## config.mk

```make
export PLATFORM = sky130hd
export DESIGN_NAME = ifetch_seq
export DESIGN_NICKNAME = d
export VERILOG_FILES = /design/src/rtl/ifetch_seq.sv
export SDC_FILE = /design/constraint.sdc
export NUM_CORES = 1
export LEC_CHECK = 0
export CAP_MARGIN = 20
export CORE_MARGIN = 1
export CORE_UTILIZATION = 53
export DETAILED_ROUTE_END_ITERATION = 16
export PLACE_DENSITY = 0.95
export SLEW_MARGIN = 10
export SYNTH_ARGS = -nofsm -noshare
export SYNTH_HDL_FRONTEND = slang
export SYNTH_SLANG_ARGS = --single-unit
```

## constraint.sdc

```tcl
create_clock -name clk -period 8.2 [get_ports clk]
set_input_delay 2.46 -clock clk [delete_from_list [all_inputs] [get_ports clk]]
set_output_delay 2.46 -clock clk [all_outputs]
set_load 0.1 [all_outputs]
```

## src/rtl/ifetch_seq.sv

```systemverilog
// Instruction fetch sequencer: owns the PC, fetches one word per instruction
// over imem req/ack, holds it for decode, and forms the next PC from NPCOp.
module ifetch_seq #(
    parameter logic [31:0] RESET_PC = 32'h0000_3000,
    parameter logic [7:0]  TIMEOUT  = 8'd255
) (
    input  logic        clk,
    input  logic        rstn,
    output logic        imem_req,
    output logic [31:0] imem_addr,
    input  logic        imem_ack,
    input  logic [31:0] imem_rdata,
    output logic [31:0] instr,
    output logic        instr_valid,
    input  logic        instr_accept,
    input  logic [1:0]  NPCOp,
    output logic [31:0] pc,
    output logic [31:0] pc_plus4,
    output logic        fetch_err,
    output logic [1:0]  state_dbg
);

    // Handshakes: imem_req/imem_addr stay asserted and stable until a cycle
    // with imem_ack=1 (ack is ignored unless req is high). instr_valid stays
    // high with instr/pc stable until a cycle with instr_accept=1, which
    // retires the word; accept is ignored while instr_valid is low.
    typedef enum logic [1:0] {
        RESET_GAP = 2'd0,
        FETCH     = 2'd1,
        HOLD      = 2'd2
    } state_t;

    state_t      state, state_next;
    logic        gap_done;
    logic [7:0]  timer;
    logic [31:0] next_pc;
    logic        fetch_done;
    logic        retire;

    assign fetch_done = (state == FETCH) && imem_ack;
    assign retire     = (state == HOLD) && instr_accept;
    assign pc_plus4   = pc + 32'd4;
    assign imem_addr  = pc;
    assign state_dbg  = state;

    always_ff @(posedge clk or negedge rstn) begin
        if (!rstn) begin
            state <= RESET_GAP;
        end else begin
            state <= state_next;
        end
    end

    // gap_done makes RESET_GAP last a full cycle after the synchronous release.
    always_comb begin
        state_next = state;
        imem_req   = 1'b0;
        case (state)
            RESET_GAP: begin
                if (gap_done) state_next = FETCH;
            end
            FETCH: begin
                imem_req = 1'b1;
                if (imem_ack) state_next = HOLD;
            end
            HOLD: begin
                if (instr_accept) state_next = FETCH;
            end
            default: state_next = RESET_GAP;
        endcase
    end

    always_comb begin
        next_pc = pc_plus4;
        case (NPCOp)
            2'b01:   next_pc = pc_plus4 + {{14{instr[15]}}, instr[15:0], 2'b00};
            2'b10:   next_pc = {pc_plus4[31:28], instr[25:0], 2'b00};
            default: next_pc = pc_plus4;
        endcase
    end

    always_ff @(posedge clk or negedge rstn) begin
        if (!rstn) begin
            gap_done    <= 1'b0;
            pc          <= RESET_PC;
            instr       <= 32'd0;
            instr_valid <= 1'b0;
            fetch_err   <= 1'b0;
            timer       <= 8'd0;
        end else begin
            gap_done <= 1'b1;
            if (fetch_done) begin
                instr       <= imem_rdata;
                instr_valid <= 1'b1;
            end
            // Timer saturates at TIMEOUT; the request keeps going after the error.
            if ((state == FETCH) && !imem_ack && (timer != TIMEOUT)) begin
                timer <= timer + 8'd1;
            end
            if ((state == FETCH) && (timer == TIMEOUT)) begin
                fetch_err <= 1'b1;
            end
            if (retire) begin
                pc          <= next_pc;
                instr_valid <= 1'b0;
                timer       <= 8'd0;
                if (NPCOp == 2'b11) fetch_err <= 1'b1;
            end
        end
    end

endmodule
```

# Word level (Yosys, flattened, before mapping)
# Cells that the tools add are included.
dict set report word_totals {
  ff_bits 77
  in_bits 38
  output_inout_bits 133
  elab_cells 43
}
dict set report classes {
  n_addsub 3
  eq_ne 10
  mux 13
  n_reduce_logical 10
}
# operator n
set op_table {}
lappend op_table {{$pmux W32 S2} 1}
lappend op_table {{$add A32 B3 Y32 const B} 1}
lappend op_table {{$add A32 B32 Y32} 1}
lappend op_table {{$mux W8} 2}
lappend op_table {{$add A8 B1 Y8 const B} 1}
lappend op_table {{$eq A8 B8 Y1 const B} 1}
lappend op_table {{$ne A8 B8 Y1 const B} 1}
lappend op_table {{$eq A2 B2 Y1 const B} 3}
lappend op_table {{$mux W1} 6}
lappend op_table {{$mux W2} 3}
lappend op_table {{$ne A2 B2 Y1 const B} 3}
lappend op_table {{$pmux W2 S3} 1}
lappend op_table {{$logic_and A1 B1 Y1} 5}
lappend op_table {{$eq A2 B1 Y1 const B} 2}
lappend op_table {{$reduce_bool A2 Y1} 2}
lappend op_table {{$reduce_and A3 Y1} 1}
lappend op_table {{$logic_not A2 Y1} 1}
lappend op_table {{$logic_not A1 Y1} 1}

# Depth between registers and ports, before layout
dict set report logic_depth {
  depth_word 5
  mapped_depth 16
  depth_no_buf 15
}

# Worst setup path before layout
# No wires, ideal clock.
dict set report synth_timing {
  kind {register to output}
  startpoint {reg pc[5], in the netlist imem_addr[5]}
  endpoint {out pc_plus4[26]}
  arrival_ps 3952
  t_required_ps 5740
  slack_ps 1788
  stages_incl_launch_ff 7
  n_path_buf 1
  cell_sequence {dfrtp_1 > buf_2 > and4_2 > nand3_2 > nor4_1 > nand4_1 > xnor2_1}
}
dict set report synth_via {
  elab_chain_cells 1
}
# item line
set synth_lines {}
lappend synth_lines {{from (decl)} 17} ;# output logic [31:0] pc,
lappend synth_lines {{from (signal assigned)} 104} ;# pc <= next_pc;
lappend synth_lines {{$add A32 B3 Y32} 42} ;# assign pc_plus4 = pc + 32'd4;
lappend synth_lines {{to (decl)} 18} ;# output logic [31:0] pc_plus4,
# Every way passes these cells.

# Worst setup path after layout
dict set report layout_timing {
  startpoint {reg pc[12], in the netlist imem_addr[12]}
  endpoint {out pc_plus4[24]}
}
# The elaborated chain is that of the path after synthesis.

==> reports/qor.txt <==
total core area: 11000 um^2
commonest non-fill, non-tap cell in the layout: clkdlybuf4s50_1
Final Hold Viols: 0
data required time of the worst path: 5.74 ns
Setup CP Type: flop to output port
reg2reg path depth: 12
DPL Wire Length: 13.6 mm
# IOs: 171
total track usage: 32.6%
Cell Rows: 38
CTS buffer count: 9
share of cells above drive strength 1: 9.10%
largest net degree at the start of global routing: 76
DR vias/cell: 6.24
Post-synth EDFFs: 0
Area growth, synth to finish: 28.7%
Post-synth top flop: dfrtp_1
register area share after synthesis: 31.0%
Clk Latency, worst-skew pair: 0.36 ns
Syn Inst Count: 683
setup violators final: 0
CP arrival: 4.06 ns
Sink Count: 75
final setup TNS: 0 ns
YS warnings: 0
Longest Clk Path Bufs: 2
Synth cell types: 67
Rel. slew slack: 24.0%
wire per inst: 19.8 um
hold depth: 1
Worst setup EP type: output port
H-tree levels: 3
Post-Syn Area: 6070 um^2
initial antenna violation count: 0
chip height: 109 um
Root Driver: clkbuf_16
first-pass GRT wire length: 29.5 mm
CTS clk-pin slew, worst paths: 0.07 ns
most frequent cells in the layout: 163 x clkdlybuf4s50_1, 73 x dfrtp_1, 62 x nand2_1, 54 x a21oi_1, 42 x nor2_1
TritonRoute pass-1 iters: 6
worst clock skew: 0.0104 ns
max-cap violation count: 0
total grt overflow: 0
Buffers on Ports: 164
total die area: 11900 um^2
Placer Congestion: 0.955
asr flop ratio synth: 100%
Resized cells post-CTS: 0
Setup crit start kind: flop
ant diodes: 0
final period utilization: 79.5%
Final min period: 6.52 ns
starting density of the core: 55.2%
NumNets Final: 875
Final Max Tran Viols: 0
initial DRC count: 516
CTS tree: built
DRC: 0
Hold Crit Class: flop to flop
worst-path fanout max: 7
Setup Fix Bufs, Post-CTS: 0
synthesized area per cell: 8.88 um^2
vias in the first global route: 5703
Die X: 109 um
DRT antenna net count: 0
actual slew at the worst max-slew pin: 1.14 ns
Fmax achieved: 153 MHz
#FFs+latches synth: 75
RSZ-0062 raised after global routing: no
outcome: finished, final reports clean
WL final: 18.6 mm
DR vias: 5879
Post-CTS Hold Buffers: 0
==> sequential cells by signal, indices dropped and copies added (netlist names) <==
name	cells
fetch_err	1
gap_done	1
imem_addr	30
instr	32
instr_valid	1
state_dbg	2
timer	8
==> synthesized netlist by cell type (all sizes together) (6+ instances only) <==
library cell / n / area [um^2]
ha: 39 / 488
a21oi: 55 / 279
nor3: 9 / 50.1
a221oi: 15 / 138
clkbuf: 27 / 101
o21ai: 39 / 206
o22ai: 7 / 43.8
and3: 12 / 77.6
o31ai: 6 / 45.0
inv: 17 / 63.8
nand4: 14 / 103
buf: 44 / 310
xnor2: 35 / 314
a21o: 26 / 195
dfrtp: 73 / 1830
nor2: 42 / 158
a31oi: 8 / 50.1
a221o: 8 / 80.1
nand3: 19 / 113
mux2: 32 / 360
o21a: 7 / 52.6
nand2: 62 / 233
xor2: 23 / 201
==> routing by layer <==
metal  global-route usage [%]  share of wire (%)  vias up
met4                     15.3                2.8        0
li1                         -                  -     2697
met2                     54.3                 49      284
met5                        0                  0        -
met3                     6.22                7.6       45
met1                     40.7                 40     2853
==> area by class of cell <==
type                    count  area, um^2
clock buffers               9         225
clock inverters             7        57.6
fillers                   827        3170
inverters                  17        63.8
multi-input cells         525        3730
flip-flops and latches     75        1880
well taps                 140         175
repair buffers            169        1680
==> kinds of logic (layout without fill, tap and decap cells) <==
family	count (synthesis)	after routing	synth area share (%)
and+or+nand+nor	182	182	15.2
DFF	75	75	31.0
adders and majority gates	40	40	8.37
other	2	7	0.124
AOI/OAI and AO/OA	203	203	22.5
buffers and inverters	88	202	7.84
muxes	35	35	6.43
xor gates and xnor gates	58	58	8.50
==> worst paths after layout <==
check / from / endpoint / slack [ns]
max in group asynchronous: rstn / imem_addr[29]$_DFFE_PN0P_ / 5.29
min: fetch_err$_DFF_PN0_ / fetch_err$_DFF_PN0_ / 0.49
min reg2reg: fetch_err$_DFF_PN0_ / fetch_err$_DFF_PN0_ / 0.49
max reg2reg: imem_addr[12]$_DFFE_PN1P_ / imem_addr[27]$_DFFE_PN0P_ / 3.96
min in group asynchronous: rstn / imem_addr[28]$_DFFE_PN0P_ / 2.26
max: imem_addr[12]$_DFFE_PN1P_ / pc_plus4[24] / 1.68
==> metrics by stage <==
step / hold slack [ns] / area (um^2) / utilization, % / cells / worst slack (ns)
final: 0.487 / 7810 / 71.1 / 942 / 1.68
after floorplan: 0.505 / 6090 / - / 688 / 1.79
after global placement: 0.467 / 7530 / 68.5 / 926 / 2.28
after global routing: 0.517 / 7810 / 71.1 / 942 / 1.54
after CTS: 0.491 / 7810 / 71.1 / 942 / 1.76
after detailed placement: 0.476 / 7530 / 68.5 / 926 / 2.16
==> critical path, cell delays in order, from the launching register on <==
cell,delay (ns)
dfstp_2,0.60
and4_4,0.27
nand3_4,0.11
nor4_1,0.86
nand2_1,0.23
xnor2_1,0.41
clkdlybuf4s50_1,1.22
Power is not shown: default switching activity piles up to over one toggle a cycle in this logic, so the estimate is an artifact.
